File: src/rtl/i2c_poll_sequencer.sv
// Periodic poller: reads NUM_REGS registers of one I2C slave as pointer-write/byte-read pairs, retrying NACKs.
// Latency: m_start 2 cycles after trigger/tick, out_valid 1 cycle after the read m_done, frame_done 1 cycle after last out_valid.
// Backpressure: each request waits for m_busy=0 and holds m_start until m_busy=1; watchdog only under POLL_SEQ_TIMEOUT_EN.
module i2c_poll_sequencer #(
    parameter logic [6:0] SLAVE_ADDR     = 7'h48,
    parameter logic [7:0] REG_BASE       = 8'h00,
    parameter int         NUM_REGS       = 4,
    parameter int         POLL_PERIOD    = 5_000_000,
    parameter int         MAX_RETRY      = 3,
    parameter int         TIMEOUT_CYCLES = 200_000
) (
    input  logic       clk,
    input  logic       rst_n,
    input  logic       enable,
    input  logic       trigger,
    output logic       m_start,
    output logic [6:0] m_addr,
    output logic       m_rw,
    output logic [7:0] m_data_wr,
    input  logic [7:0] m_data_rd,
    input  logic       m_busy,
    input  logic       m_ack_error,
    input  logic       m_done,
    output logic       seq_busy,
    output logic       out_valid,
    output logic [3:0] out_index,
    output logic [7:0] out_data,
    output logic       frame_done,
    output logic       frame_ok,
    output logic       err_nack,
    output logic       err_timeout,
    output logic       overrun
);

    typedef enum logic [2:0] {
        S_IDLE, S_PTR_REQ, S_PTR_WAIT, S_RD_REQ, S_RD_WAIT, S_EMIT, S_FAIL, S_FINISH
    } state_t;

    localparam int             PCW         = $clog2(POLL_PERIOD);
    localparam logic [PCW-1:0] PERIOD_LAST = PCW'(POLL_PERIOD - 1);
    localparam logic [3:0]     IDX_LAST    = 4'(NUM_REGS - 1);
    localparam logic [2:0]     RETRY_MAX   = 3'(MAX_RETRY);

    state_t         state_q, state_d;
    logic [PCW-1:0] period_cnt_q, period_cnt_d;
    logic [3:0]     idx_q, idx_d;
    logic [2:0]     retry_q, retry_d;
    logic           m_start_q, m_start_d;
    logic           m_rw_q, m_rw_d;
    logic [7:0]     m_data_wr_q, m_data_wr_d;
    logic           out_valid_q, out_valid_d;
    logic [3:0]     out_index_q, out_index_d;
    logic [7:0]     out_data_q, out_data_d;
    logic           frame_done_q, frame_done_d;
    logic           frame_ok_q, frame_ok_d;
    logic           err_nack_q, err_nack_d;
    logic           err_timeout_q, err_timeout_d;
    logic           overrun_q, overrun_d;
    logic           fail_tmo_q, fail_tmo_d;
    logic           tick;
    logic           in_req_wait;
    logic           wd_expired;

    assign tick        = (period_cnt_q == '0);
    assign in_req_wait = (state_q == S_PTR_REQ) || (state_q == S_RD_REQ) ||
                         (state_q == S_PTR_WAIT) || (state_q == S_RD_WAIT);

`ifdef POLL_SEQ_TIMEOUT_EN
    localparam int WCW = $clog2(TIMEOUT_CYCLES + 1);

    logic [WCW-1:0] wd_cnt_q, wd_cnt_d;

    // Restarts from zero whenever the state changes, so each REQ/WAIT visit gets its own budget.
    always_comb begin
        wd_cnt_d = '0;
        if (in_req_wait && (state_d == state_q)) begin
            wd_cnt_d = wd_cnt_q + 1'b1;
        end
    end

    assign wd_expired = in_req_wait && (wd_cnt_q == WCW'(TIMEOUT_CYCLES - 1));

    always_ff @(posedge clk or negedge rst_n) begin
        if (!rst_n) begin
            wd_cnt_q <= '0;
        end else begin
            wd_cnt_q <= wd_cnt_d;
        end
    end
`else
    assign wd_expired = 1'b0;
`endif

    always_comb begin
        period_cnt_d = tick ? PERIOD_LAST : period_cnt_q - 1'b1;
    end

    always_comb begin
        state_d       = state_q;
        idx_d         = idx_q;
        retry_d       = retry_q;
        m_start_d     = m_start_q;
        m_rw_d        = m_rw_q;
        m_data_wr_d   = m_data_wr_q;
        out_valid_d   = 1'b0;
        out_index_d   = out_index_q;
        out_data_d    = out_data_q;
        frame_done_d  = 1'b0;
        frame_ok_d    = frame_ok_q;
        err_nack_d    = 1'b0;
        err_timeout_d = 1'b0;
        fail_tmo_d    = fail_tmo_q;
        overrun_d     = tick && enable && (state_q != S_IDLE);

        case (state_q)
            S_IDLE: begin
                if (trigger || (tick && enable)) begin
                    state_d     = S_PTR_REQ;
                    idx_d       = '0;
                    retry_d     = '0;
                    m_rw_d      = 1'b0;
                    m_data_wr_d = REG_BASE;
                end
            end
            S_PTR_REQ, S_RD_REQ: begin
                if (wd_expired) begin
                    m_start_d  = 1'b0;
                    fail_tmo_d = 1'b1;
                    state_d    = S_FAIL;
                end else if (m_start_q && m_busy) begin
                    m_start_d = 1'b0;
                    state_d   = (state_q == S_PTR_REQ) ? S_PTR_WAIT : S_RD_WAIT;
                end else if (!m_busy) begin
                    m_start_d = 1'b1;
                end
            end
            S_PTR_WAIT, S_RD_WAIT: begin
                if (wd_expired) begin
                    fail_tmo_d = 1'b1;
                    state_d    = S_FAIL;
                end else if (m_done) begin
                    if (m_ack_error) begin
                        fail_tmo_d = 1'b0;
                        state_d    = S_FAIL;
                    end else if (state_q == S_PTR_WAIT) begin
                        m_rw_d  = 1'b1;
                        state_d = S_RD_REQ;
                    end else begin
                        out_data_d  = m_data_rd;
                        out_index_d = idx_q;
                        out_valid_d = 1'b1;
                        state_d     = S_EMIT;
                    end
                end
            end
            S_EMIT: begin
                retry_d = '0;
                if (idx_q == IDX_LAST) begin
                    frame_ok_d   = 1'b1;
                    frame_done_d = 1'b1;
                    state_d      = S_FINISH;
                end else begin
                    idx_d       = idx_q + 4'd1;
                    m_rw_d      = 1'b0;
                    m_data_wr_d = REG_BASE + {4'b0000, idx_q + 4'd1};
                    state_d     = S_PTR_REQ;
                end
            end
            S_FAIL: begin
                if (retry_q < RETRY_MAX) begin
                    retry_d     = retry_q + 1'b1;
                    m_rw_d      = 1'b0;
                    m_data_wr_d = REG_BASE + {4'b0000, idx_q};
                    state_d     = S_PTR_REQ;
                end else begin
                    err_nack_d    = !fail_tmo_q;
                    err_timeout_d = fail_tmo_q;
                    frame_ok_d    = 1'b0;
                    frame_done_d  = 1'b1;
                    state_d       = S_IDLE;
                end
            end
            S_FINISH: begin
                state_d = S_IDLE;
            end
            default: begin
                state_d = S_IDLE;
            end
        endcase
    end

    always_ff @(posedge clk or negedge rst_n) begin
        if (!rst_n) begin
            state_q       <= S_IDLE;
            period_cnt_q  <= PERIOD_LAST;
            idx_q         <= '0;
            retry_q       <= '0;
            m_start_q     <= 1'b0;
            m_rw_q        <= 1'b0;
            m_data_wr_q   <= '0;
            out_valid_q   <= 1'b0;
            out_index_q   <= '0;
            out_data_q    <= '0;
            frame_done_q  <= 1'b0;
            frame_ok_q    <= 1'b0;
            err_nack_q    <= 1'b0;
            err_timeout_q <= 1'b0;
            overrun_q     <= 1'b0;
            fail_tmo_q    <= 1'b0;
        end else begin
            state_q       <= state_d;
            period_cnt_q  <= period_cnt_d;
            idx_q         <= idx_d;
            retry_q       <= retry_d;
            m_start_q     <= m_start_d;
            m_rw_q        <= m_rw_d;
            m_data_wr_q   <= m_data_wr_d;
            out_valid_q   <= out_valid_d;
            out_index_q   <= out_index_d;
            out_data_q    <= out_data_d;
            frame_done_q  <= frame_done_d;
            frame_ok_q    <= frame_ok_d;
            err_nack_q    <= err_nack_d;
            err_timeout_q <= err_timeout_d;
            overrun_q     <= overrun_d;
            fail_tmo_q    <= fail_tmo_d;
        end
    end

    assign m_start     = m_start_q;
    assign m_addr      = SLAVE_ADDR;
    assign m_rw        = m_rw_q;
    assign m_data_wr   = m_data_wr_q;
    assign seq_busy    = (state_q != S_IDLE);
    assign out_valid   = out_valid_q;
    assign out_index   = out_index_q;
    assign out_data    = out_data_q;
    assign frame_done  = frame_done_q;
    assign frame_ok    = frame_ok_q;
    assign err_nack    = err_nack_q;
    assign err_timeout = err_timeout_q;
    assign overrun     = overrun_q;

endmodule

File: config.mk
export PLATFORM = sky130hd
export DESIGN_NAME = i2c_poll_sequencer
export DESIGN_NICKNAME = d
export VERILOG_FILES = /design/src/rtl/i2c_poll_sequencer.sv
export SDC_FILE = /design/constraint.sdc
export NUM_CORES = 1
export LEC_CHECK = 0
export CORE_MARGIN = 4
export CORE_UTILIZATION = 60
export DETAILED_ROUTE_END_ITERATION = 8
export DONT_BUFFER_PORTS = 1
export HOLD_SLACK_MARGIN = 0.1
export PLACE_DENSITY = 0.84
export SYNTH_ARGS = -nofsm -noshare
export SYNTH_HDL_FRONTEND = slang
export SYNTH_SLANG_ARGS = --single-unit
File: constraint.sdc
create_clock -name clk -period 3.05 [get_ports clk]
set_input_delay 0.61 -clock clk [delete_from_list [all_inputs] [get_ports clk]]
set_output_delay 0.61 -clock clk [all_outputs]
set_load 0.005 [all_outputs]
==> results.py <==
metrics = {
    "cts": {
        "clock_latency_ps": 310,
        "cts_tree": "yes",
        "clock_path_buffers": 2,
        "cts.sink_count": 56,
        "cts_root_buf": "clkbuf_8",
        "post_cts_resized": 0,
        "postCtsSetupBuffers": 0,
        "clkTransAtPathRegs_ps": 100,
        "cts_max_level": 2,
        "numCtsBuffers": 5,
    },
    "route": {
        "drc_errors": 0,
        "wl_per_cell_um": 16.5,
        "vias": 1965,
        "drt-initial-drc-count": 86,
        "drt_pass1_iterations": 4,
        "routed_wl_um": 5520,
        "vias_per_cell": 5.88,
        "antenna_left": 0,
    },
    "sta": {
        "fmax_mhz": 416,
        "clock_skew_ps": 8.72,
        "drv_slew": 0,
        "rsz0062_at_grt": "false",
        "tns_ps": 0,
        "setup_viol": 0,
        "worst_pin_slew_ps": 593,
        "final-hold-violation-count": 0,
        "post-route-period-util_pct": 78.7,
        "maxSlewHeadroom_pct": 60.1,
        "period_minus_slack_ps": 2400,
    },
    "floorplanning": {
        "fp.dieH_um": 75.7,
        "die-area_sq_um": 5720,
        "core-area_sq_um": 4380,
        "ios": 51,
        "initial_core_util_pct": 62.6,
        "die_x_um": 75.7,
        "rows": 24,
    },
    "final_layout": {
        "num_antenna_cells": 0,
        "multi_input_area_sq_um": 1210,
        "regArea_sq_um": 1420,
        "nets": 299,
        "area_growth_pct": 4.33,
        "fillerInstances": 344,
        "drive_above_1_share_pct": 15.6,
        "final_util_pct": 65.4,
    },
    "setup_path": {
        "worstPathArrival_ps": 2600,
        "crit_fanout": 6,
        "start_kind": "flop",
        "worstSetupPathType": "flop to flop",
        "setup.worst_path.end_class": "flop",
        "worstPathRequired_ps": 3240,
    },
    "logic_synthesis": {
        "syn_inst": 278,
        "async_flop_share_pct": 100,
        "synth_top_area_cell": "dfrtp_1",
        "synth_top_area_share_pct": 39.2,
        "synth_seq_area_share_pct": 51.6,
        "synth_area_leaders": "dfrtp_1, dfstp_2, nand2_1",
        "synth_ff_type": "dfrtp_1",
        "netlist_area_sq_um": 2750,
        "synth_area_per_cell_sq_um": 9.88,
        "yosys_warnings": 0,
        "synth_cell_types": 50,
        "synth_edf_count": 0,
        "ys_seq_elements": 56,
    },
    "grt": {
        "grt_max_degree": 44,
        "first_global_vias": 1912,
        "grt_overflow": 0,
        "grt.total_usage_pct": 20.6,
        "antenna_found_initial": 0,
        "grt_pass1_wl_um": 8940,
    },
    "outcome": {
        "outcome": "complete, no violations",
    },
    "pwr": {
        "power_density_nw_per_um2": 688,
        "power.leakage_nw": 1.38,
        "ir_worst_vdd_uv": 519,
        "power_mw": 1.97,
    },
    "worst_hold_path": {
        "hold_class": "input port to async pin",
    },
    "job": {
        "maxCapViolCount": 0,
    },
    "place": {
        "gp_congestion": 0.875,
        "dpl.hpwl_um": 3800,
        "port_buffers": 0,
    },
}
-- registers in the layout, indices dropped and copies added, names as in the netlist --
name          flops
period_cnt_q     23
out_data          8
idx_q             4
m_data_wr         4
out_index         4
retry_q           3
state_q           3
err_nack          1
frame_done        1
frame_ok          1
m_rw              1
m_start           1
out_valid         1
overrun           1
-- worst max-delay path, stage by stage, from the launching register on --
cell and delay [ps]:
dfrtp_1 410, or3_4 410, or4b_4 540, a211oi_2 330, nand3_1 190, a221o_1 400
-- area by class of cell --
type | count | area share (%)
Sequential cell | 56 | 49.5
Multi-Input combinational cell | 203 | 42.3
Clock buffer | 5 | 2.40
Tap cell | 52 | 2.27
Timing Repair Buffer | 4 | 1.48
Inverter | 11 | 1.44
Clock inverter | 3 | 0.611
-- metal layers --
metal / GRT usage, % / part of all wire, % / up-vias
li1: - / - / 943
met1: 26.1 / 40 / 943
met2: 34.4 / 52 / 69
met3: 5.54 / 6.1 / 10
met4: 6.41 / 1.6 / 0
met5: 0 / 0 / -
-- final timing paths --
kind | slack (ps) | start | endpoint | cells past startpoint
worst max-delay path | 650 | period_cnt_q[17] | idx_q[2] | 5
max in group asynchronous | 2710 | rst_n | out_data[3] | 1
worst min-delay path | 130 | rst_n | period_cnt_q[3] | 0
min in group clk | 400 | m_data_rd[1] | out_data[1] | 2
worst min register to register | 490 | period_cnt_q[0] | period_cnt_q[0] | 1
worst max register to register | 650 | period_cnt_q[17] | idx_q[2] | 5
-- metrics by stage --
stage	area, sq um	hold slack (ps)	std cells	setup WS (ps)
final	2870	129	334	648
after global routing	2870	104	334	578
after CTS	2870	122	334	667
after detailed placement	2760	317	325	686
after global placement	2760	317	325	800
after floorplan	2780	314	288	860
-- cells in the final DEF (no fill, tap or decap), types with 3 or more instances in the layout --
master | netlist | final
buf_4 | 12 | 3
dfstp_2 | 13 | 13
nor3b_1 | 3 | 3
conb_1 | 2 | 12
nor2_1 | 23 | 23
nand2_1 | 43 | 43
ha_1 | 3 | 3
a21oi_1 | 8 | 8
clkbuf_8 | 0 | 5
nand3_1 | 9 | 9
or3_1 | 4 | 4
o22ai_1 | 4 | 4
nand2b_1 | 7 | 7
a21o_1 | 5 | 5
xor2_1 | 8 | 8
or2_2 | 3 | 3
dfrtp_1 | 43 | 43
mux2_2 | 9 | 9
inv_1 | 10 | 10
xnor2_1 | 5 | 5
o21ai_0 | 7 | 7
nor3_1 | 11 | 11
nor4_1 | 7 | 7
-- cells in the mapped netlist, drive strengths merged, types with 7 or more instances --
| library cell | n |
|---|---|
| dfrtp | 43 |
| nand2 | 43 |
| nor2 | 23 |
| dfstp | 13 |
| buf | 12 |
| nor3 | 11 |
| inv | 10 |
| nand3 | 10 |
| mux2 | 9 |
| a21oi | 8 |
| o21ai | 8 |
| xor2 | 8 |
| nand2b | 7 |
| nor4 | 7 |
-- what timing repair did --
item | CTS | global route
setup endpoints to repair | 0 | 0
hold buffers | 1 | 0
hold endpoints to repair | 43 | 0
-- report_power, final --
| part | switching [mW] | leakage, nW | internal [mW] | total [mW] |
|---|---|---|---|---|
| Combinational | 0.302 | 0.614 | 0.235 | 0.537 |
| Sequential | 0.165 | 0.719 | 0.867 | 1.03 |
| Clock | 0.242 | 0.0460 | 0.161 | 0.403 |
| Total | 0.710 | 1.38 | 1.26 | 1.97 |
-- cell families after synthesis --
family	count (synthesis)	share of synthesized area (%)
AOI/OAI and AO/OA	40	10.2
xor gates and xnor gates	13	4.15
adders and majority gates	3	1.37
buffers and inverters	29	5.60
DFF	56	51.6
muxes	11	4.42
other	2	0.273
and+or+nand+nor	124	22.4
Power figures use the tool's default switching activity.
